**src/rtl/bit_scan_32.sv**
```systemverilog
// bit_scan_32
//
// Sequential set-bit scanner for 32-bit flag and mask words. A word is
// latched on an accepted start, and the index of each set bit is then
// presented one at a time over a valid/ready handshake. The scan ends with
// a one-cycle done pulse, with the OR-reduction and the population count
// of the word available alongside it.
//
// Optional build macro:
//   BIT_SCAN_MSB_FIRST_EN - when defined, indices are emitted from the
//                           highest set bit down. When undefined (the
//                           default), they are emitted from the lowest up.
//
// Ports:
//   clk        in   single clock, rising edge
//   rst        in   synchronous active-high reset
//   start      in   request a scan of A (sampled only while idle)
//   A          in   word to scan, captured on an accepted start
//   busy       out  high while scanning and during the done cycle
//   idx_valid  out  idx holds a set-bit index
//   idx        out  current set-bit index, 0 when idx_valid is low
//   idx_ready  in   consumer accepts idx
//   done       out  one-cycle pulse at scan end
//   any        out  OR-reduction of the captured word
//   count      out  number of indices emitted since the last start

module bit_scan_32 #(
    parameter int WIDTH = 32,
    parameter int IDXW  = 5
) (
    input  logic              clk,
    input  logic              rst,
    input  logic              start,
    input  logic [WIDTH-1:0]  A,
    output logic              busy,
    output logic              idx_valid,
    output logic [IDXW-1:0]   idx,
    input  logic              idx_ready,
    output logic              done,
    output logic              any,
    output logic [IDXW:0]     count
);

    typedef enum logic [1:0] {
        IDLE = 2'd0,
        SCAN = 2'd1,
        DONE = 2'd2
    } state_t;

    state_t             state;
    logic [WIDTH-1:0]   s;
    logic [IDXW-1:0]    enc;
    logic [WIDTH-1:0]   s_cleared;

    // Priority encoder over the shadow word. The loop direction decides
    // which set bit wins: the last matching iteration is the one kept.
    always_comb begin
        enc = '0;
`ifdef BIT_SCAN_MSB_FIRST_EN
        for (int i = 0; i < WIDTH; i++) begin
            if (s[i]) enc = IDXW'(i);
        end
`else
        for (int i = WIDTH - 1; i >= 0; i--) begin
            if (s[i]) enc = IDXW'(i);
        end
`endif
    end

    // Shadow word with the currently presented bit removed; used both as
    // the next value on a handshake and to detect the final index.
    assign s_cleared = s & ~(WIDTH'(1) << enc);

    // idx_valid and idx depend only on registered state, so idx_ready has
    // no combinational path to them.
    assign idx_valid = (state == SCAN);
    assign idx       = idx_valid ? enc : '0;

    // Scan controller. busy and done are registered alongside the state so
    // they change on the same edge as the state transition they describe.
    always_ff @(posedge clk) begin
        if (rst) begin
            state <= IDLE;
            s     <= '0;
            busy  <= 1'b0;
            done  <= 1'b0;
            any   <= 1'b0;
            count <= '0;
        end else begin
            case (state)
                IDLE: begin
                    done <= 1'b0;
                    if (start) begin
                        s     <= A;
                        any   <= |A;
                        count <= '0;
                        busy  <= 1'b1;
                        if (A != '0) begin
                            state <= SCAN;
                        end else begin
                            state <= DONE;
                            done  <= 1'b1;
                        end
                    end
                end
                SCAN: begin
                    if (idx_ready) begin
                        s     <= s_cleared;
                        count <= count + (IDXW+1)'(1);
                        if (s_cleared == '0) begin
                            state <= DONE;
                            done  <= 1'b1;
                        end
                    end
                end
                DONE: begin
                    done  <= 1'b0;
                    busy  <= 1'b0;
                    state <= IDLE;
                end
                default: begin
                    state <= IDLE;
                    done  <= 1'b0;
                    busy  <= 1'b0;
                end
            endcase
        end
    end

endmodule

```
**config.mk**
```make
export PLATFORM = sky130hd
export DESIGN_NAME = bit_scan_32
export DESIGN_NICKNAME = d
export VERILOG_FILES = /design/src/rtl/bit_scan_32.sv
export SDC_FILE = /design/constraint.sdc
export NUM_CORES = 1
export LEC_CHECK = 0
export CAP_MARGIN = 20
export CORE_AREA = 8 8 90 92
export DETAILED_ROUTE_END_ITERATION = 10
export DIE_AREA = 0 0 98 100
export PLACE_DENSITY = 0.75
export SYNTH_ARGS = -nofsm -noshare
export SYNTH_HDL_FRONTEND = slang
export SYNTH_SLANG_ARGS = --single-unit
```
**constraint.sdc**
```tcl
create_clock -name clk -period 3.77 [get_ports clk]
set_clock_uncertainty 0.1 [all_clocks]
set_input_delay 0.5655 -clock clk [delete_from_list [all_inputs] [get_ports clk]]
set_output_delay 0.5655 -clock clk [all_outputs]
set_load 0.03 [all_outputs]
```
# Word level (Yosys, flattened, before mapping)
# Index checks and enable logic that the tools add are counted.
# word_totals
elab_cells	76
regBits	43
in_bits	36
output_inout_bits	15
# classes
reduce_logical	10
bitwise	3
n_eq_ne	4
n_addsub	1
n_shift	1
n_mux	51
# op_table
cell	n
$mux 5	33
$mux 32	2
$pmux 32 s2	1
$and 32x32->32	1
$logic_not 32->1	1
$not 32->32	1
$reduce_bool 32->1	1
$reduce_or 32->1	1
$shl 1x5->32 const A	1
$mux 6	2
$pmux 6 s2	1
$mux 2	4
$add 6x1->6 const B	1
$reduce_and 2->1	3
$reduce_and 3->1	2
$mux 1	5
$ne 2x1->1 const B	2
$pmux 1 s2	2
$pmux 2 s2	1
$eq 2x1->1 const B	1
$logic_not 2->1	1
$ne 2x2->1 const B	1
$reduce_bool 2->1	1
$not 1->1	1

# Logic depth before layout (Yosys ltp)
# Gate-level depths: netlist (run 1).
# depth
word_depth	39
depth_mapped	11
depth_no_buf	10

# Worst setup path before layout (run 1)
# OpenSTA, ideal clock, no wires.
# synth_path
path_type	register to register
startpoint	reg s[12]
endpoint	reg done
required_time_ns	3.584
arrival_time_ns	2.756
n_path_buf	1
setup_ns	0.086
period_less_slack_ns	2.941
path_slack_ns	0.829
stages_incl_launch_ff	12
path_cell_list	dfxtp_1 or4_1 o21ai_1 o21ai_2 and2_4 buf_6 or4_1 a22o_1 nand4b_1 and4bb_1 a311oi_1 a211oi_1
# synth_between
elab_chain_cells	19
# synth_lines
element	line	text
start: declaration	51	logic [WIDTH-1:0] s;
start signal: assignment	108	s <= s_cleared;
$mux 5 (13 in series)	65	if (s[i]) enc = IDXW'(i);
$shl 1x5->32	72	assign s_cleared = s & ~(WIDTH'(1) << enc);
$not 32->32	72	
$and 32x32->32 *	72	
$logic_not 32->1 *	110	if (s_cleared == '0) begin
$ne 2x1->1 (no line) *	--	
$reduce_and 2->1 (no line) *	--	
end signal: assignment	112	done <= 1'b1;
end signal: assignment	117	done <= 1'b0;
end signal: assignment	123	done <= 1'b0;
end: declaration	39	output logic done,
# Mark *: on every way between the ends. The rest lies on a longest branch, timed or not.
# A chain may end at the register's enable or synchronous reset.

# Worst setup path after layout (run 1)
# layout_path
startpoint	reg s[27]
endpoint	out idx[0]
# layout_between
elab_chain_cells	29
# layout_lines
element	line	text
$mux 5 (28 in series)	65	
$mux 5	77	assign idx = idx_valid ? enc : '0;
end: declaration	37	output logic [IDXW-1:0] idx,
# Every way passes these cells.

==> results of run 1 <==
registers in the layout (all words and copies together), names as in the netlist:
name,count
state,2
done,1
busy,1
s,32
any,1
count,6
routing by layer:
| layer | vias up | wire, um |
|---|---|---|
| met5 | - | 0 |
| met4 | 0 | 246 |
| met3 | 19 | 904 |
| li1 | 1664 | - |
| met1 | 1658 | 5220 |
| met2 | 181 | 5290 |
placed cells by master, fill, tap and decap left out, types with 5 or more instances in the layout:
cell and instances:
a21oi_1 38, a22oi_1 17, buf_4 27, clkbuf_8 5, clkdlybuf4s50_1 50, dfxtp_1 43, inv_1 12, nand2_1 50
nand2b_1 5, nand3_1 12, nand4_1 9, nor2_1 47, nor3_1 22, nor4_1 15, o21ai_0 36, o31ai_1 11
per-stage QoR:
step                      worst slack [ns]  cell area [sq um]  utilization [%]
after CTS                           0.0256               3720             56.1
after global routing                0.0443               3730             56.2
after floorplan                      0.829               2930                -
after global placement               0.324               3610             54.4
after detailed placement             0.359               3610             54.4
final                                0.226               3730             56.2
worst min-delay path: stages (launching register included):
cell and delay, ns:
dfxtp_1 0.32, nor2_1 0.09, nor3_1 0.05
cells in the mapped netlist (2+ instances only):
cell      number  area, sq um
a211oi_1       4         30.0
a21oi_1       38          190
a221o_1        2         20.0
a221oi_1       2         17.5
a22oi_1       17          128
a31oi_1        2         12.5
a41oi_1        2         17.5
and2_1         3         18.8
and3_1         2         12.5
clkbuf_1      13         48.8
clkbuf_8       4         55.1
dfxtp_1       43          861
inv_1         12         45.0
nand2_1       50          188
nand2b_1       5         31.3
nand3_1       12         60.1
nand4_1        9         56.3
nand4b_1       2         17.5
nor2_1        48          180
nor2_2         2         12.5
nor2b_1        2         12.5
nor3_1        22          110
nor4_1        15         93.8
nor4_2         2         25.0
o211a_1        2         20.0
o211ai_1       4         30.0
o21a_1         2         15.0
o21ai_0       36          180
o31ai_1       11         82.6
o41ai_1        4         35.0
or3_1          2         12.5
or4_1          3         22.5
xor2_1         4         35.0
power by group through the flow:
stage	combinational, uW	clock, uW	sequential, uW
global route	821	390	545
detailed placement	735	0	548
floorplan	458	0	535
global placement	749	0	549
finish	762	373	542
CTS	740	375	538
worst max-delay path by stage:
stage,to,depth (start not counted)
floorplan,done$_SDFFE_PP0P_,11
global placement,idx[0],7
detailed placement,idx[0],7
CTS,idx[0],7
global route,idx[0],7
finish,idx[0],7
layout make-up:
type | instances | area, sq um
clock buffer | 5 | 68.8
multi-input combinational | 333 | 1910
inverter | 13 | 48.8
timing repair buffer | 77 | 703
clock inverter | 3 | 43.8
tap | 80 | 100
sequential | 43 | 861
fill | 646 | 2910
logic make-up (layout without fill, tap and decap cells):
logic type	after synthesis	after routing	synth area share (%)
AO/OA/AOI/OAI	140	140	31.1
XOR/XNOR	4	4	1.19
adder cells (fa/ha/maj)	2	2	0.768
buffers and inverters	33	98	5.89
flip-flops	43	43	29.4
AND/OR/NAND/NOR	187	187	31.7
what timing repair did:
item / in CTS / in global routing
resized for setup: 0 / 2
endpoints found under the setup margin: 0 / 1
endpoints found under the hold margin: 0 / 0
==> results.yml, run 1 <==
final_layout:
  n_antenna_cell: 0
  nNetsFinal: 510
  layout-drive-gt1-share_pct: 11.0
  instances_no_fill: 554
  areaGrowthSynthToFinish_pct: 27.3
timing:
  period_share_pct: 94.0
  period_needed_ns: 3.54
  rsz0062_at_grt: "false"
  finalMaxSlewViolations: 0
  report.final.setup_viol: 0
  finalHoldViolations: 0
  slew_headroom_pct: 52.2
  clock.fmax_mhz: 282
  fin_setup_tns_ns: 0
  whs_ns: 0.396
  tightest_slew_ns: 0.718
global_routing:
  grt_first_pass_wirelength_um: 18500
  grt_usage_pct: 23.7
  grt.busiest_layer: "met2"
  grt_max_degree: 44
  grt_pass1_vias: 3369
  met3_usage_pct: 4.36
  grt.met2_usage_pct: 38.0
  gr-usage-met1_pct: 31.2
  overflow: 0
  antenna_found_initial: 0
critical_path:
  cp_max_fo: 8
  crit_buf_inv: 2
  path_cells: "inv_1 -> a221o_1 -> a211oi_2 -> nor2_2 -> o21a_1 -> nor3_1 -> clkdlybuf4s50_1"
  r2r-end: "state[1]$_SDFFE_PP0P_"
  r2r_cells: 10
  startpoint_type: "flop"
  critPathTopFamily: "compound AO/OA/AOI/OAI gates"
  path_class: "flop to output port"
  cp_data_arrival_time_ns: 2.88
  reg2reg_from: "s[6]$_SDFFE_PP0P_"
  cp.required_ns: 3.10
  r2r_setup_slack_ns: 0.42
  crit_start: "s[27]$_SDFFE_PP0P_"
  endpoint_kind: "output port"
  cpPeakStageDelay_ns: 0.70
  crit_path_top_delay_cell: "clkdlybuf4s50_1"
hold_path:
  whs_path_depth: 2
  min_from: "any$_SDFFE_PP0P_"
  whs_endpoint: "any$_SDFFE_PP0P_"
  hold_path_class: "flop to flop"
status:
  outcome: "complete, no violations"
cts:
  clk_latency_ns: 0.31
  cts_sinks: 43
  postCtsSetupRepairBufs: 0
  numCtsBuffers: 5
  holdBufCountCts: 0
  clk_pin_slew_ns: 0.09
  root_buffer: "clkbuf_8"
  clk_path_buf_depth: 2
  htree_num_levels: 2
  cts_tree: "done"
power_and_ir_drop:
  power_uw: 1680
  swShare_pct: 42.3
  pwr-share-seq_pct: 32.3
  internal_power_uw: 968
  vdd_drop_max_mv: 0.157
  power_density_nw_per_um2: 449
  netSwitchingPower_uw: 709
  power_frac_comb_pct: 45.5
  p_clk_share_pct: 22.2
  power_leakage_uw: 0.00134
synth:
  syn-cell-area_sq_um: 2930
  async_reset_ff_share_pct: 0
  ys_warn_count: 0
  synth-seq-area-share_pct: 29.4
  synthCells: 409
  syn_nets: 446
  syn_area_per_cell_sq_um: 7.17
  ys.flop_type: "dfxtp_1"
  synth_edf_count: 0
  synth_cell_types: 61
  synth_seq_cells: 43
drt:
  antenna_left: 0
  vias_per_cell: 6.36
  initialDrtViolationCount: 363
  drc: 0
  drtPass1Iterations: 5
  vias: 3522
  routedWlPerCell_um: 21.0
  wl_um: 11700
placed_design:
  dp_hpwl_um: 9010
  dp.cells: 546
  gp_congestion: 0.975
  portBuffers: 50
die:
  die_w_um: 98
  dieHeight_um: 100
  num_rows: 30
  coreArea_sq_um: 6640
  ios: 51
  dieArea_sq_um: 9800
  start_util_pct: 44.1
flow_run:
  cap_violations: 0
Power figures use the tool's default switching activity.
==> run 2: changes to the inputs <==
--- a/config.mk
+++ b/config.mk
@@ -6,10 +6,10 @@
 export NUM_CORES = 1
 export LEC_CHECK = 0
 export CAP_MARGIN = 20
-export CORE_AREA = 8 8 90 92
+export CORE_AREA = 2 2 80 82
 export DETAILED_ROUTE_END_ITERATION = 10
-export DIE_AREA = 0 0 98 100
-export PLACE_DENSITY = 0.75
+export DIE_AREA = 0 0 82 84
+export PLACE_DENSITY = 0.81
 export SYNTH_ARGS = -nofsm -noshare
 export SYNTH_HDL_FRONTEND = slang
 export SYNTH_SLANG_ARGS = --single-unit
==> run 2 against run 1 <==
Register-to-register slack better by 0.07 ns. First-iteration DRC count is 59% higher. Non-clock buffer count is 6 lower. Clock-buffer cell count is 1 higher. Sequential cell count stayed put. Total power is 3.9% lower. Critical endpoint unchanged. Largest power group unchanged. Highest routed layer unchanged.
==> results.yml, run 2 (synthesized netlist as in run 1, its figures left out) <==
status:
  outcome: "complete, no violations"
final_layout:
  regArea_sq_um: 861
  largestRegisters: "s (32), count (6), state (2)"
  n_antenna_cell: 0
  largest_register_ffs: 32
  multiInputGateArea_sq_um: 1900
  nNetsFinal: 504
  layout-drive-gt1-share_pct: 9.40
  top_register: "s"
  layout_common_cells: "nand2_1 (50), clkdlybuf4s50_1 (50), nor2_1 (48)"
  fillers: 549
  areaGrowthSynthToFinish_pct: 24.6
flow_run:
  cap_violations: 0
drt:
  initialDrtViolationCount: 576
  drtPass1Iterations: 5
  routedWlPerCell_um: 20.9
  wl_um: 11400
  antenna_left: 0
  drc: 0
  vias_per_cell: 6.63
  vias: 3616
power_and_ir_drop:
  p_clk_share_pct: 19.0
  power_leakage_uw: 0.00130
  pwr-share-seq_pct: 33.5
  netSwitchingPower_uw: 715
  swShare_pct: 44.4
  vdd_drop_max_mv: 0.210
  internal_power_uw: 896
  power_frac_comb_pct: 47.5
  power_density_nw_per_um2: 441
hold_path:
  hold_path_class: "flop to flop"
timing:
  whs_ns: 0.398
  tightest_slew_ns: 0.795
  finalMaxSlewViolations: 0
  clock.fmax_mhz: 282
  rsz0062_at_grt: "false"
  fin_setup_tns_ns: 0
  period_needed_ns: 3.54
  period_share_pct: 93.9
  slew_headroom_pct: 47.0
  report.final.setup_viol: 0
  finalHoldViolations: 0
global_routing:
  grt_max_degree: 44
  grt_first_pass_wirelength_um: 18100
  overflow: 0
  grt_usage_pct: 34.5
  antenna_found_initial: 0
  grt_pass1_vias: 3476
critical_path:
  cp_data_arrival_time_ns: 2.88
  startpoint_type: "flop"
  endpoint_kind: "output port"
  path_class: "flop to output port"
  cp.required_ns: 3.10
  cp_max_fo: 8
die:
  num_rows: 29
  coreArea_sq_um: 6100
  die_w_um: 82
  dieArea_sq_um: 6890
  dieHeight_um: 84
  ios: 51
  start_util_pct: 48.1
cts:
  cts_sinks: 43
  numCtsBuffers: 5
  htree_num_levels: 2
  cts_tree: "done"
  clk_path_buf_depth: 2
  clk_latency_ns: 0.31
  root_buffer: "clkbuf_8"
  clk_pin_slew_ns: 0.09
placed_design:
  dp_hpwl_um: 8510
  gp_congestion: 1.02
  portBuffers: 50
==> run 2: cell count changes in the layout (fill, tap and decap cells not counted) <==
cell and change:
buf_4 -6, bufinv_16 -1, clkbuf_1 +1, clkinv_4 -1, clkinvlp_4 +1, nor2_1 +1, nor2_2 -1
==> run 2: repair_timing <==
item	CTS	global route
gates resized for setup	0	1
endpoints found under the setup margin	0	1
hold buffers	0	0
setup buffers	0	0
==> run 2: layout make-up <==
class	count	share of cell area [%]
Clock inverter	2	0.342
Clock buffer	6	1.99
Sequential cell	43	23.6
Inverter	13	1.34
Multi-Input combinational cell	333	52.1
Tap cell	77	2.64
Timing Repair Buffer	71	18.0
==> run 2: worst max-delay path, stage by stage, from the launching register on <==
cell and delay (ns):
dfxtp_1 0.43, inv_1 0.11, a221o_1 0.34, a211oi_2 0.33, nor2_1 0.18, o21a_1 0.33
nor3_1 0.17, clkdlybuf4s50_1 0.69
==> run 2: routing by layer <==
| layer | global-route usage [%] | up-vias | part of all wire, % |
|---|---|---|---|
| li1 | - | 1652 | - |
| met1 | 46.1 | 1650 | 40 |
| met2 | 49.7 | 259 | 43 |
| met3 | 6.82 | 55 | 10 |
| met4 | 22.0 | 0 | 6.5 |
| met5 | 0 | - | 0 |
==> run 2: stage by stage <==
stage               setup WS [ns]  util [%]  cells  power (uW)  cell area (sq um)
finish                      0.229      59.9    545        1610               3650
global route               0.0544      59.9    545        1690               3650
CTS                        0.0846      59.9    545        1580               3650
detailed placement          0.427      58.5    537        1280               3560
global placement            0.369      58.5    537        1290               3560
floorplan                   0.829         -    409         993               2930
==> run 2: final timing paths <==
| kind | startpoint | end | slack (ns) | cells past startpoint |
|---|---|---|---|---|
| worst min register to register | any$_SDFFE_PP0P_ | any$_SDFFE_PP0P_ | 0.40 | 2 |
| worst min-delay path | any$_SDFFE_PP0P_ | any$_SDFFE_PP0P_ | 0.40 | 2 |
| worst max-delay path | s[27]$_SDFFE_PP0P_ | idx[0] | 0.23 | 7 |
| worst max register to register | s[0]$_SDFFE_PP0P_ | done$_SDFFE_PP0P_ | 0.49 | 10 |
==> run 2: power groups by stage <==
stage                     Clock [uW]  Sequential (uW)  Combinational (uW)
after global placement             0              548                 747
after detailed placement           0              547                 732
final                            305              540                 765
after global routing             325              544                 817
after CTS                        308              537                 737
after floorplan                    0              535                 458
